[config.mk]
export PLATFORM = sky130hd
export DESIGN_NAME = mod_counter_ctrl
export DESIGN_NICKNAME = d
export VERILOG_FILES = /design/src/rtl/mod_counter_ctrl.sv
export SDC_FILE = /design/constraint.sdc
export NUM_CORES = 1
export LEC_CHECK = 0
export ABC_AREA = 1
export CAP_MARGIN = 20
export CORE_UTILIZATION = 37
export DETAILED_ROUTE_END_ITERATION = 7
export PLACE_DENSITY = 0.61
export SLEW_MARGIN = 20
export SYNTH_ARGS = -nofsm -noshare
export SYNTH_HDL_FRONTEND = slang
export SYNTH_SLANG_ARGS = --single-unit
[constraint.sdc]
create_clock -name clk -period 5.15 [get_ports clk]
set_input_delay 0.515 -clock clk [delete_from_list [all_inputs] [get_ports clk]]
set_output_delay 0.515 -clock clk [all_outputs]
set_load 0.005 [all_outputs]
[src/rtl/mod_counter_ctrl.sv]
// Modulo-N counter sequencing controller: start/stop/pause/load, terminal-count pulse, wrap-limited runs.
// Optional macro DIR_EN adds the up_dn input for down-counting.
module mod_counter_ctrl #(
    parameter int unsigned WIDTH = 4,
    parameter int unsigned CW    = 8
) (
    input  logic             clk,
    input  logic             clear,
    input  logic             start,
    input  logic             stop,
    input  logic             pause,
    input  logic             load_en,
    input  logic [WIDTH-1:0] load_val,
    input  logic [WIDTH-1:0] mod_last,
    input  logic [CW-1:0]    cycles,
`ifdef DIR_EN
    input  logic             up_dn,
`endif
    output logic [WIDTH-1:0] count,
    output logic             tc,
    output logic             busy,
    output logic             done,
    output logic [1:0]       state
);

    typedef enum logic [1:0] {
        IDLE = 2'b00,
        RUN  = 2'b01,
        HOLD = 2'b10,
        DONE = 2'b11
    } state_t;

    state_t           r_state, w_state_nxt;
    logic [WIDTH-1:0] r_count, w_count_nxt;
    logic [CW-1:0]    r_wraps, w_wraps_nxt;
    logic             r_tc, w_tc_nxt;

    logic             w_up;
    logic             w_terminal;
    logic             w_last_wrap;
    logic [CW-1:0]    w_wraps_inc;
    logic [WIDTH-1:0] w_load_clamped;
    logic [WIDTH-1:0] w_wrap_val;
    logic [WIDTH-1:0] w_step;

`ifdef DIR_EN
    assign w_up = up_dn;
`else
    assign w_up = 1'b1;
`endif

    assign w_wraps_inc    = r_wraps + 1'b1;
    assign w_load_clamped = (load_val > mod_last) ? mod_last : load_val;
    // ">=" also catches mod_last lowered below the current count
    assign w_terminal     = w_up ? (r_count >= mod_last) : (r_count == '0);
    assign w_last_wrap    = (cycles != '0) && (w_wraps_inc == cycles);
    assign w_wrap_val     = w_up ? '0 : mod_last;
    // Down-count re-clamps to mod_last if it was lowered below count
    assign w_step         = w_up ? (r_count + 1'b1)
                                 : ((r_count > mod_last) ? mod_last : (r_count - 1'b1));

    always_ff @(posedge clk or negedge clear) begin
        if (!clear) begin
            r_state <= IDLE;
            r_count <= '0;
            r_wraps <= '0;
            r_tc    <= 1'b0;
        end else begin
            r_state <= w_state_nxt;
            r_count <= w_count_nxt;
            r_wraps <= w_wraps_nxt;
            r_tc    <= w_tc_nxt;
        end
    end

    always_comb begin
        w_state_nxt = r_state;
        w_count_nxt = r_count;
        w_wraps_nxt = r_wraps;
        w_tc_nxt    = 1'b0;
        unique case (r_state)
            IDLE: begin
                if (stop) begin
                    w_count_nxt = '0;
                    w_wraps_nxt = '0;
                end else if (!pause) begin
                    if (load_en) w_count_nxt = w_load_clamped;
                    if (start) begin
                        w_state_nxt = RUN;
                        w_wraps_nxt = '0;
                    end
                end
            end
            RUN: begin
                if (stop) begin
                    w_state_nxt = IDLE;
                    w_count_nxt = '0;
                    w_wraps_nxt = '0;
                end else if (pause) begin
                    w_state_nxt = HOLD;
                end else if (w_terminal) begin
                    w_wraps_nxt = w_wraps_inc;
                    w_tc_nxt    = 1'b1;
                    if (w_last_wrap) begin
                        w_state_nxt = DONE;
                        w_count_nxt = '0;
                    end else begin
                        w_count_nxt = w_wrap_val;
                    end
                end else begin
                    w_count_nxt = w_step;
                end
            end
            HOLD: begin
                if (stop) begin
                    w_state_nxt = IDLE;
                    w_count_nxt = '0;
                    w_wraps_nxt = '0;
                end else if (!pause) begin
                    w_state_nxt = RUN;
                end
            end
            DONE: begin
                w_count_nxt = '0;
                if (stop) begin
                    w_state_nxt = IDLE;
                    w_wraps_nxt = '0;
                end else if (!pause && start) begin
                    w_state_nxt = RUN;
                    w_wraps_nxt = '0;
                end
            end
            default: begin
                w_state_nxt = IDLE;
                w_count_nxt = '0;
                w_wraps_nxt = '0;
            end
        endcase
    end

    assign count = r_count;
    assign tc    = r_tc;
    assign state = r_state;
    assign busy  = (r_state == RUN) || (r_state == HOLD);
    assign done  = (r_state == DONE);

endmodule
==> impl_summary.md <==
Run status
The run finished with clean final reports.

Timing
The number of pins exceeding their max-slew limit in the final report was 0. The final cycle utilization of the critical path is around two fifths. Setup violations remaining at the end of the flow were counted as 0. The worst pin sits at a relative slew slack of about 55%. Setup repair after global routing left no endpoint under its margin.

The actual slew at the worst max-slew pin is 0.666 ns. Setup total negative slack on the finished layout was measured at 0 ns. The final hold slack is 0.556 ns. The smallest clock period supported by the final layout is computed as roughly 2.2 ns.

The final-report hold violation count was 0. The setup skew after layout is approximately 0.0037 ns. For this run, the top clock speed supported by timing is ~0.46 GHz.

Clock network
The library cell used as clock root buffer is clkbuf_4. Clock-pin slew was measured on the worst setup and hold paths at roughly 0.08 ns. The buffer levels on the longest clock path is 2. The clock latency reported for the late side of the worst-skew pair is approximately 0.28 ns. The clock net in this run drives a total of 15 sinks. The hold buffer count at CTS is 0.

In this run, post-CTS repair resized a total of 0 instances. In this run, CTS created clock tree buffers numbering 3. The H-tree depth is 1. The clock tree from TritonCTS is yes. The post-CTS setup buffer count is 0.

Flow run
Across the run, the number of max-cap violations was 0.

Global route
The initial antenna violation count is 0. The pin count of the biggest net entering global routing is 16. The number of global-route vias before repair was roughly 1200.

Summed over all layers, the global routing overflow is 0. For this run, the total global-route usage over all layers was measured as between 10% and 20%. The global-route wire length before repair is about 5300 um.

Power and ir drop
The leakage component of the power is 0.000801 uW. The switching power of the nets is roughly 270 uW. The highest ir drop seen on vdd is between 200 and 250 uV. The portion of total power attributed to sequential cells is a little under a third. Dividing total power by cell area gives a power density of around 360 nW/um2.

The net switching share of the total power is 43.5%. In this run, the combinational gates consume a little under 60% of the power. The internal power of the cells totals 348 uW. The clock network is responsible for 10.6% of the overall power.

Layout
The fraction of layout instances using a drive strength above 1 is between 6 and 7%. The antenna diode count is 0. The area growth from synthesis to layout is 28.8%. The final layout contains 270 nets.

Detailed routing
The ratio of routed vias to standard cells is between 4 and 5. The number of search-and-repair iterations in the first detailed-routing pass is 4. After detailed routing, the average wire length per cell comes to 10.5 um. The routed metal-1 wirelength is 1560 um. The total met3 wirelength after detailed routing is around 110 um. The overall via count from detail_route is around 1400. After detailed routing, the number of remaining DRC violations is 0.

The detail route stage leaves a number of antenna-violating nets equal to 0. After detailed routing, the met2 layer carries 1210 um of wire. The top layer used by detailed routing is met4. The wire length after detailed routing is about 3000 um. The first routing iteration left 75 violations.

Floorplanning
The floorplan die width is between 60 and 70 um. For this design the top-level I/O count stands at 31. The core area is approximately 3400 um2. The initial cell density of the core is between 30% and 40%. The standard-cell row count is 21.

The floorplan step defined a die boundary enclosing just under 4000 um2. The floorplan die height is 62.1 um.

Worst setup path
Of all nets on the critical path, the largest fanout is 7. The number of buffers and inverters on the critical path is 4. At the worst endpoint, the required time is around 5.3 ns. The critical path goes through clkdlybuf4s50_1 > inv_1 > ha_1 > inv_1 > o21bai_1 > nand3_1 > and3_1 > nand2_1 > nand2_2 > inv_2 > nand2_2 > o22ai_1. The critical path in this run is classified as in -> reg. In this design, the largest share of critical-path delay is due to buffers and inverters. Among all stages on the critical path, the largest delay is contributed by clkdlybuf4s50_1.

The worst setup path is launched from an input port. The endpoint arrival time on the critical path is 2.35 ns. The type of element capturing the critical path is a register.

The largest single stage delay on the critical path is about 0.46 ns.

Synth
The Yosys step of the flow raised 0 warnings. The share of flip-flops with an asynchronous set or reset is 100%. After synthesis, the netlist uses 25 different library cells. Dividing the synthesized area by the synthesized cell count gives just under 7 um2. The part of the Yosys area used for sequential elements is 28.1%. Among all flip-flop cells after synthesis, the most frequent one is dfrtp_1. The gate count of the mapped netlist is between 150 and 200. The number of enable flip-flop cells after synthesis is 0. Counting flops and latches in the post-synthesis netlist gives 15. The number of nets handed over by synthesis was approximately 240. The post-synthesis instance area is 1340 um2.

Placement
The routability-driven placement congestion ratio is 0.920. Buffers placed on the I/O ports in this run total 30. The half-perimeter wire length after placement is around 2400 um.

Hold path
The worst hold path class is reg -> reg.
## cell usage after synthesis, types with 2 or more instances
library cell	count	share of area, %
nand2_2	3	1.4
a21oi_1	5	1.9
nand3_1	16	6.0
or2_2	2	0.94
nand2_1	55	15
xnor2_1	3	2.0
ha_1	14	13
nand4_1	5	2.3
o21ai_0	6	2.2
nand3b_1	3	1.7
a31oi_1	4	1.9
dfrtp_1	15	28
o21ai_1	3	1.1
nor2_1	22	6.2
inv_2	3	0.84
nor2_2	2	0.94
o22ai_1	6	2.8
inv_1	25	7.0
## power groups by stage
stage | combinational, uW | clock [uW] | sequential, uW
2_1_floorplan | 228 | 0 | 185
3_3_place_gp | 365 | 0 | 193
3_5_place_dp | 364 | 0 | 193
4_1_cts | 367 | 69.1 | 191
5_1_grt | 412 | 77.8 | 196
6_report | 362 | 65.5 | 190
## final timing paths
check                      cells after the start                     end                    from  slack, ns
max                                           12  r_wraps[2]$_DFFE_PN0P_             mod_last[1]       3.00
min                                            2  r_wraps[1]$_DFFE_PN0P_  r_wraps[1]$_DFFE_PN0P_       0.56
max reg2reg                                   11  r_wraps[2]$_DFFE_PN0P_    state[0]$_DFFE_PN0P_       3.19
min reg2reg                                    2  r_wraps[1]$_DFFE_PN0P_  r_wraps[1]$_DFFE_PN0P_       0.56
max in group asynchronous                      1  r_wraps[4]$_DFFE_PN0P_                   clear       4.09
min in group asynchronous                      1    count[3]$_DFFE_PN0P_                   clear       0.64
## through the flow
step / instance area [um2] / power [uW] / util, % / setup WS, ns / cells
after global routing: 1720 / 686 / 50.8 / 2.87 / 279
after floorplan: 1340 / 413 / - / 3.43 / 199
after global placement: 1700 / 559 / 50.0 / 2.72 / 275
final: 1720 / 617 / 50.8 / 3.00 / 279
after detailed placement: 1700 / 557 / 50.0 / 2.71 / 275
after CTS: 1720 / 627 / 50.8 / 3.00 / 279
## layout by cell type (no fill, tap or decap), types with 4 or more instances in the layout
cell and count:
a21oi_1 5, ha_1 14, inv_1 25, nand4_1 5, clkdlybuf4s50_1 30, nand3_1 16, nand2_1 55, o22ai_1 6
nor2_1 22, o21ai_0 6, dfrtp_1 15, a31oi_1 4
## metal layers
layer  global-route usage, %  vias to the layer above
li1                        -                      727
met3                    4.41                        4
met1                    25.2                      598
met2                    23.8                       31
met4                    3.49                        0
met5                       0                        -
## worst register-to-register path, cell delays in order (launching register included)
cell and delay (ns):
dfrtp_1 0.43, inv_1 0.08, ha_1 0.27, inv_1 0.15, nor2_1 0.07, o21ai_1 0.12, nand2_1 0.10, nor3_2 0.12
nand2_2 0.10, inv_2 0.13, nand2_2 0.13, o22ai_1 0.16
## final cells by class
type                       count  area [um2]
multi-input combinational    156         857
timing repair buffer          30         300
tap                           46        57.6
clock inverter                 1        5.00
clock buffer                   3        22.5
inverter                      28         105
fill                         329        1670
sequential                    15         375
## state kept, by name (all words and copies together), names as in the netlist
name     flops
state        2
tc           1
count        4
r_wraps      8
## cells by family after synthesis
group                      share of synthesized area [%]
and+or+nand+nor                                     37.3
adders and majority gates                           13.1
AOI/OAI and AO/OA                                   11.0
buffers and inverters                               7.86
DFF                                                 28.1
xor gates and xnor gates                            2.62
No activity file was read; power rests on OpenSTA's default activity.
